[src/rtl/cacheline_adapter_if.sv]
// Bus bundle between the cache (dfp_*) and burst memory (bmem_*) sides of the
// cacheline adapter.
interface cacheline_adapter_if #(
  parameter int LINE_BITS  = 256,
  parameter int BURST_BITS = 64
);
  logic [31:0]           dfp_addr;
  logic                  dfp_read;
  logic                  dfp_write;
  logic [LINE_BITS-1:0]  dfp_wdata;
  logic [LINE_BITS-1:0]  dfp_rdata;
  logic                  dfp_resp;

  logic [31:0]           bmem_addr;
  logic                  bmem_read;
  logic                  bmem_write;
  logic [BURST_BITS-1:0] bmem_wdata;
  logic                  bmem_ready;
  logic [BURST_BITS-1:0] bmem_rdata;
  logic                  bmem_rvalid;

  // slave: the adapter itself; master: whatever drives the cache and memory sides
  modport slave (
    input  dfp_addr, dfp_read, dfp_write, dfp_wdata,
    output dfp_rdata, dfp_resp,
    output bmem_addr, bmem_read, bmem_write, bmem_wdata,
    input  bmem_ready, bmem_rdata, bmem_rvalid
  );

  modport master (
    output dfp_addr, dfp_read, dfp_write, dfp_wdata,
    input  dfp_rdata, dfp_resp,
    input  bmem_addr, bmem_read, bmem_write, bmem_wdata,
    output bmem_ready, bmem_rdata, bmem_rvalid
  );
endinterface

[src/rtl/cacheline_adapter.sv]
// Converts single-cycle cacheline fill/writeback requests into BEATS-long
// memory bursts and assembles/slices the line around them.
module cacheline_adapter #(
  parameter int LINE_BITS  = 256,
  parameter int BURST_BITS = 64
) (
  input  logic                clk,
  input  logic                rst,
  cacheline_adapter_if.slave  bus
);
  localparam int BEATS = LINE_BITS / BURST_BITS;
  localparam int CNT_W = (BEATS > 1) ? $clog2(BEATS) : 1;
  localparam int OFF_W = $clog2(LINE_BITS / 8);
  localparam logic [31:0]      ADDR_MASK = ~((32'd1 << OFF_W) - 32'd1);
  localparam logic [CNT_W-1:0] LAST_BEAT = CNT_W'(BEATS - 1);

  typedef enum logic [2:0] {
    IDLE,
    READ_REQ,
    READ_BURST,
    WRITE_BURST,
    RESP
  } state_t;

  typedef logic [BEATS-1:0][BURST_BITS-1:0] line_t;

  // Latched request; data is only meaningful for writebacks.
  typedef struct packed {
    logic [31:0] addr;
    line_t       data;
  } req_t;

  state_t           state_q, state_d;
  logic [CNT_W-1:0] cnt_q, cnt_d;
  req_t             req_q, req_d;
  line_t            line_q, line_d;

  logic                  dfp_resp_o;
  logic                  bmem_read_o;
  logic                  bmem_write_o;
  logic [31:0]           bmem_addr_o;
  logic [BURST_BITS-1:0] bmem_wdata_o;
  logic [LINE_BITS-1:0]  dfp_rdata_o;

  always_ff @(posedge clk) begin
    if (rst) begin
      state_q <= IDLE;
      cnt_q   <= '0;
      req_q   <= '0;
      line_q  <= '0;
    end else begin
      state_q <= state_d;
      cnt_q   <= cnt_d;
      req_q   <= req_d;
      line_q  <= line_d;
    end
  end

  always_comb begin
    state_d      = state_q;
    cnt_d        = cnt_q;
    req_d        = req_q;
    line_d       = line_q;
    dfp_resp_o   = 1'b0;
    bmem_read_o  = 1'b0;
    bmem_write_o = 1'b0;
    bmem_addr_o  = '0;
    bmem_wdata_o = '0;

    case (state_q)
      IDLE: begin
        if (bus.dfp_read) begin
          req_d.addr = bus.dfp_addr & ADDR_MASK;
          state_d    = READ_REQ;
        end else if (bus.dfp_write) begin
          req_d.addr = bus.dfp_addr & ADDR_MASK;
          req_d.data = bus.dfp_wdata;
          state_d    = WRITE_BURST;
        end
      end
      READ_REQ: begin
        bmem_read_o = 1'b1;
        bmem_addr_o = req_q.addr;
        if (bus.bmem_ready) begin
          cnt_d   = '0;
          state_d = READ_BURST;
        end
      end
      READ_BURST: begin
        if (bus.bmem_rvalid) begin
          line_d[cnt_q] = bus.bmem_rdata;
          cnt_d         = cnt_q + 1'b1;
          if (cnt_q == LAST_BEAT) state_d = RESP;
        end
      end
      WRITE_BURST: begin
        bmem_write_o = 1'b1;
        bmem_addr_o  = req_q.addr;
        bmem_wdata_o = req_q.data[cnt_q];
        if (bus.bmem_ready) begin
          cnt_d = cnt_q + 1'b1;
          if (cnt_q == LAST_BEAT) state_d = RESP;
        end
      end
      RESP: begin
        dfp_resp_o = 1'b1;
        state_d    = IDLE;
      end
      default: state_d = IDLE;
    endcase
  end

  // Outputs are forced low during reset even before the state register clears.
  assign dfp_rdata_o    = rst ? '0 : LINE_BITS'(line_q);
  assign bus.dfp_rdata  = dfp_rdata_o;
  assign bus.dfp_resp   = dfp_resp_o   & ~rst;
  assign bus.bmem_read  = bmem_read_o  & ~rst;
  assign bus.bmem_write = bmem_write_o & ~rst;
  assign bus.bmem_addr  = rst ? '0 : bmem_addr_o;
  assign bus.bmem_wdata = rst ? '0 : bmem_wdata_o;
endmodule

[src/flat_wrapper.sv]
// flat-port wrapper written by rule: the top's interface ports become plain ports
module cacheline_adapter_flat 
#(
  parameter int LINE_BITS  = 256,
  parameter int BURST_BITS = 64
)
  (clk, rst, bus_dfp_addr, bus_dfp_read, bus_dfp_write, bus_dfp_wdata, bus_dfp_rdata, bus_dfp_resp, bus_bmem_addr, bus_bmem_read, bus_bmem_write, bus_bmem_wdata, bus_bmem_ready, bus_bmem_rdata, bus_bmem_rvalid);
  cacheline_adapter_if #(.LINE_BITS(LINE_BITS), .BURST_BITS(BURST_BITS)) bus_i ();
  input  logic clk;
  input  logic rst;
  input wire logic [$bits(bus_i.dfp_addr)-1:0] bus_dfp_addr;
  input wire logic [$bits(bus_i.dfp_read)-1:0] bus_dfp_read;
  input wire logic [$bits(bus_i.dfp_write)-1:0] bus_dfp_write;
  input wire logic [$bits(bus_i.dfp_wdata)-1:0] bus_dfp_wdata;
  output wire logic [$bits(bus_i.dfp_rdata)-1:0] bus_dfp_rdata;
  output wire logic [$bits(bus_i.dfp_resp)-1:0] bus_dfp_resp;
  output wire logic [$bits(bus_i.bmem_addr)-1:0] bus_bmem_addr;
  output wire logic [$bits(bus_i.bmem_read)-1:0] bus_bmem_read;
  output wire logic [$bits(bus_i.bmem_write)-1:0] bus_bmem_write;
  output wire logic [$bits(bus_i.bmem_wdata)-1:0] bus_bmem_wdata;
  input wire logic [$bits(bus_i.bmem_ready)-1:0] bus_bmem_ready;
  input wire logic [$bits(bus_i.bmem_rdata)-1:0] bus_bmem_rdata;
  input wire logic [$bits(bus_i.bmem_rvalid)-1:0] bus_bmem_rvalid;
  assign bus_i.dfp_addr = bus_dfp_addr;
  assign bus_i.dfp_read = bus_dfp_read;
  assign bus_i.dfp_write = bus_dfp_write;
  assign bus_i.dfp_wdata = bus_dfp_wdata;
  assign bus_dfp_rdata = bus_i.dfp_rdata;
  assign bus_dfp_resp = bus_i.dfp_resp;
  assign bus_bmem_addr = bus_i.bmem_addr;
  assign bus_bmem_read = bus_i.bmem_read;
  assign bus_bmem_write = bus_i.bmem_write;
  assign bus_bmem_wdata = bus_i.bmem_wdata;
  assign bus_i.bmem_ready = bus_bmem_ready;
  assign bus_i.bmem_rdata = bus_bmem_rdata;
  assign bus_i.bmem_rvalid = bus_bmem_rvalid;
  cacheline_adapter #(.LINE_BITS(LINE_BITS), .BURST_BITS(BURST_BITS)) u_core (.clk(clk), .rst(rst), .bus(bus_i));
endmodule
[config.mk]
export PLATFORM = sky130hd
export DESIGN_NAME = cacheline_adapter_flat
export DESIGN_NICKNAME = d
export VERILOG_FILES = /design/src/rtl/cacheline_adapter_if.sv /design/src/rtl/cacheline_adapter.sv /design/src/flat_wrapper.sv
export SDC_FILE = /design/constraint.sdc
export NUM_CORES = 1
export LEC_CHECK = 0
export CAP_MARGIN = 20
export CELL_PAD_IN_SITES_DETAIL_PLACEMENT = 1
export CELL_PAD_IN_SITES_GLOBAL_PLACEMENT = 2
export CORE_ASPECT_RATIO = 1.1
export CORE_MARGIN = 4
export CORE_UTILIZATION = 28
export DETAILED_ROUTE_END_ITERATION = 10
export GPL_TIMING_DRIVEN = 0
export PLACE_DENSITY = 0.88
export RECOVER_POWER = 25
export SLEW_MARGIN = 0
export SYNTH_ARGS = -nofsm -noshare
export SYNTH_HDL_FRONTEND = slang
export SYNTH_SLANG_ARGS = --single-unit
export TNS_END_PERCENT = 1
[constraint.sdc]
create_clock -name clk -period 2.8 [get_ports clk]
set_input_delay 0.84 -clock clk [delete_from_list [all_inputs] [get_ports clk]]
set_output_delay 0.84 -clock clk [all_outputs]
set_load 0.05 [all_outputs]
==> flow_summary.json <==
{
  "drive_gt1_frac": 0.208,
  "drc": 0,
  "clock-sinks": 544,
  "track_usage": 0.212,
  "rows": 112,
  "ff2ff_path_depth": 7,
  "clockBufferDepth": 3,
  "postSynthAreaPerCell_um2": 9.30,
  "setup_viol": 275,
  "violations": "negative setup slack",
  "reg2reg_setup_slack_ns": 0.23,
  "wl_per_cell_um": 22.0,
  "critPathMaxStageDelay_ns": 0.51,
  "hold_start": "u_core.req_q[273]",
  "clkTransAtPathRegs_ns": 0.06,
  "yosysSeqAreaShare": 0.450,
  "p_seq_frac": 0.418,
  "holdPathEnd": "u_core.req_q[273]",
  "dp.cells": 4453,
  "finalHoldViolations": 0,
  "layout_commonest_cell": "nand2_1",
  "wl_mm": 101,
  "start_util": 0.284,
  "cts_root_buf": "clkbuf_16",
  "grt_max_degree": 13,
  "swShare": 0.261,
  "antenna_found_initial": 24,
  "dp_hpwl_mm": 77.8,
  "syn-cell-area_um2": 24200,
  "power_frac_comb": 0.140,
  "critical-path-top-delay-family": "buffers and inverters",
  "worstPathArrival_ns": 2.18,
  "fp.dieW_um": 288,
  "ys_seq_elements": 544,
  "period_share": 1.08,
  "p_per_area_nw_per_um2": 582,
  "reg2reg_to": "u_core.line_q[147]",
  "final_cell_count_no_fill": 4585,
  "crit_chain": "buf_12 -> buf_12 -> mux4_2 -> nor2b_1 -> buf_2",
  "p_switching_mw": 5.20,
  "min_path_type": "reg -> reg",
  "setup_slack_ns": -0.223,
  "r2r-start": "u_core.cnt_q[0]",
  "nFillCells": 9889,
  "die-area_um2": 91300,
  "vias": 20600,
  "critPathMaxFanout": 10,
  "htree_num_levels": 3,
  "cts_buffers": 67,
  "netlist_top_cells_area": "dfxtp_1 45%, mux2i_1 22%, nand2_1 14%",
  "multiInputGateArea_um2": 11100,
  "yosysTopAreaCell": "dfxtp_1",
  "place_ws_ns": -2.28,
  "cts_tree": "done",
  "critPathLaunchType": "register",
  "clkLatencyLatePin_ns": 0.60,
  "crit_top_cell": "buf_12",
  "vdd_drop_max_v": 0.000315,
  "drv_cap": 0,
  "rsz0062_at_grt": "yes",
  "ios": 713,
  "port_buffers": 702,
  "leakage_nw": 17.5,
  "synthCells": 2606,
  "area_delta_synth_final_pct": 41.1,
  "die_y_um": 317,
  "worstSetupPathType": "reg -> out",
  "regArea_um2": 10900,
  "p_int_mw": 14.7,
  "worst_slew_pin_slew_ns": 1.19,
  "place.gp.congestion": 0.843,
  "ys.warnings.count": 0,
  "period_needed_ns": 3.02,
  "grt_remaining_overflow": 0,
  "drt_pass1_iterations": 4,
  "worstSetupEndpointType": "output port",
  "cpMaxStageDelayCell": "mux4_2",
  "synth_top_area_frac": 0.450,
  "ys_types": 37,
  "vias_per_cell": 4.50,
  "clkPwrFrac": 0.442,
  "ant_nets": 0,
  "max_slew_margin": 0.208,
  "clock.fmax_ghz": 0.331,
  "status": "finished, violations left",
  "required_ns": 1.96,
  "final_nets": 3748,
  "fp.coreArea_um2": 85300,
  "layout_common_cells": "890 x nand2_1, 541 x dfxtp_1, 539 x mux2i_1",
  "slew_violations": 0,
  "grt_pass1_vias": 22500,
  "total_power_mw": 19.9,
  "first_iter_violations": 725,
  "cp_num_buf_inv": 3,
  "grt_pass1_wl_mm": 144,
  "clock_skew_ns": 0.0260,
  "min_path_cells": 2
}
[layer usage]
layer	vias to the layer above	track usage	routed length [um]
met3	160	0.0663	8120
met5	-	0	75
met2	578	0.388	52000
li1	9878	-	-
met4	12	0.0799	3400
met1	10000	0.227	37100
[through the flow]
step	cell area, um^2	hold WS (ns)	setup TNS, ns	utilization
3_3_place_gp	32700	0.439	-869.72	0.383
2_1_floorplan	24200	0.430	-12.34	-
6_report	34200	0.454	-20.24	0.401
3_5_place_dp	32700	0.447	-843.31	0.383
4_1_cts	35200	0.457	-104.19	0.412
5_1_grt	34200	0.466	-49.07	0.400
[worst max path at each step]
stage	startpoint	endpoint	slack [ns]	cells after the start
after detailed placement	rst	bus_dfp_rdata[141]	-2.28	8
after global placement	rst	bus_dfp_rdata[141]	-2.60	7
final	u_core.cnt_q[1]	bus_bmem_wdata[58]	-0.22	5
after CTS	u_core.cnt_q[1]	bus_bmem_wdata[55]	-0.59	5
after floorplan	rst	bus_bmem_wdata[10]	-0.23	5
after global routing	u_core.cnt_q[1]	bus_bmem_wdata[61]	-0.31	5
[cells in the mapped netlist (all sizes together)]
cell    number
mux2i      539
and4         1
clkinv       1
mux4        64
nor2b       65
nor2         2
o21a         1
inv        259
buf        139
dfxtp      544
ha           4
nor4         2
nor4b        2
and3         1
a221o        1
o21ai        3
nor3         1
nand2      890
and3b        1
a21boi       1
nand2b       2
conb         1
o41ai        2
mux2         1
and4bb       2
xor2         1
clkbuf      47
and2        28
nand3        1
[what timing repair did]
item,4_1_cts,5_1_grt
cloned,0,2
endpoints found under the setup margin,359,342
resized for setup,1082,965
pin swaps,1,0
hold buffers,0,0
setup buffers,0,2
[cells by family after synthesis]
group           count (synthesis)  synth area share
simple gates                  998             0.169
mux                           604             0.283
flops                         544             0.450
buf+inv                       446            0.0935
compound gates                  8           0.00238
fa+ha+maj                       4           0.00207
other cells                     1          0.000155
xor+xnor                        1          0.000362
[power by group through the flow]
stage / Sequential (mW) / Combinational, mW / Clock [mW]
after floorplan: 8.41 / 1.65 / 0
after global placement: 8.47 / 2.79 / 0
after global routing: 8.36 / 2.99 / 9.35
after CTS: 8.32 / 2.85 / 9.05
final: 8.32 / 2.79 / 8.80
after detailed placement: 8.48 / 2.82 / 0
[state kept, by name, indices dropped and copies added, names as in the netlist]
signal / flops
u_core.req_q: 283
u_core.line_q: 256
u_core.state_q: 3
u_core.cnt_q: 2
[tightest hold or removal path, stage by stage (launching register included)]
cell and delay [ns]:
dfxtp_1 0.30, nand2_1 0.05, mux2i_1 0.05
[final cells by class]
class	instances	share of cell area
inverter	260	0.0287
timing repair buffer	707	0.177
antenna	14	0.00102
clock inverter	15	0.00666
buffer	186	0.0439
clock buffer	99	0.0579
multi-input combinational	1620	0.324
sequential	544	0.319
tap	1140	0.0417
Power figures use the tool's default switching activity.
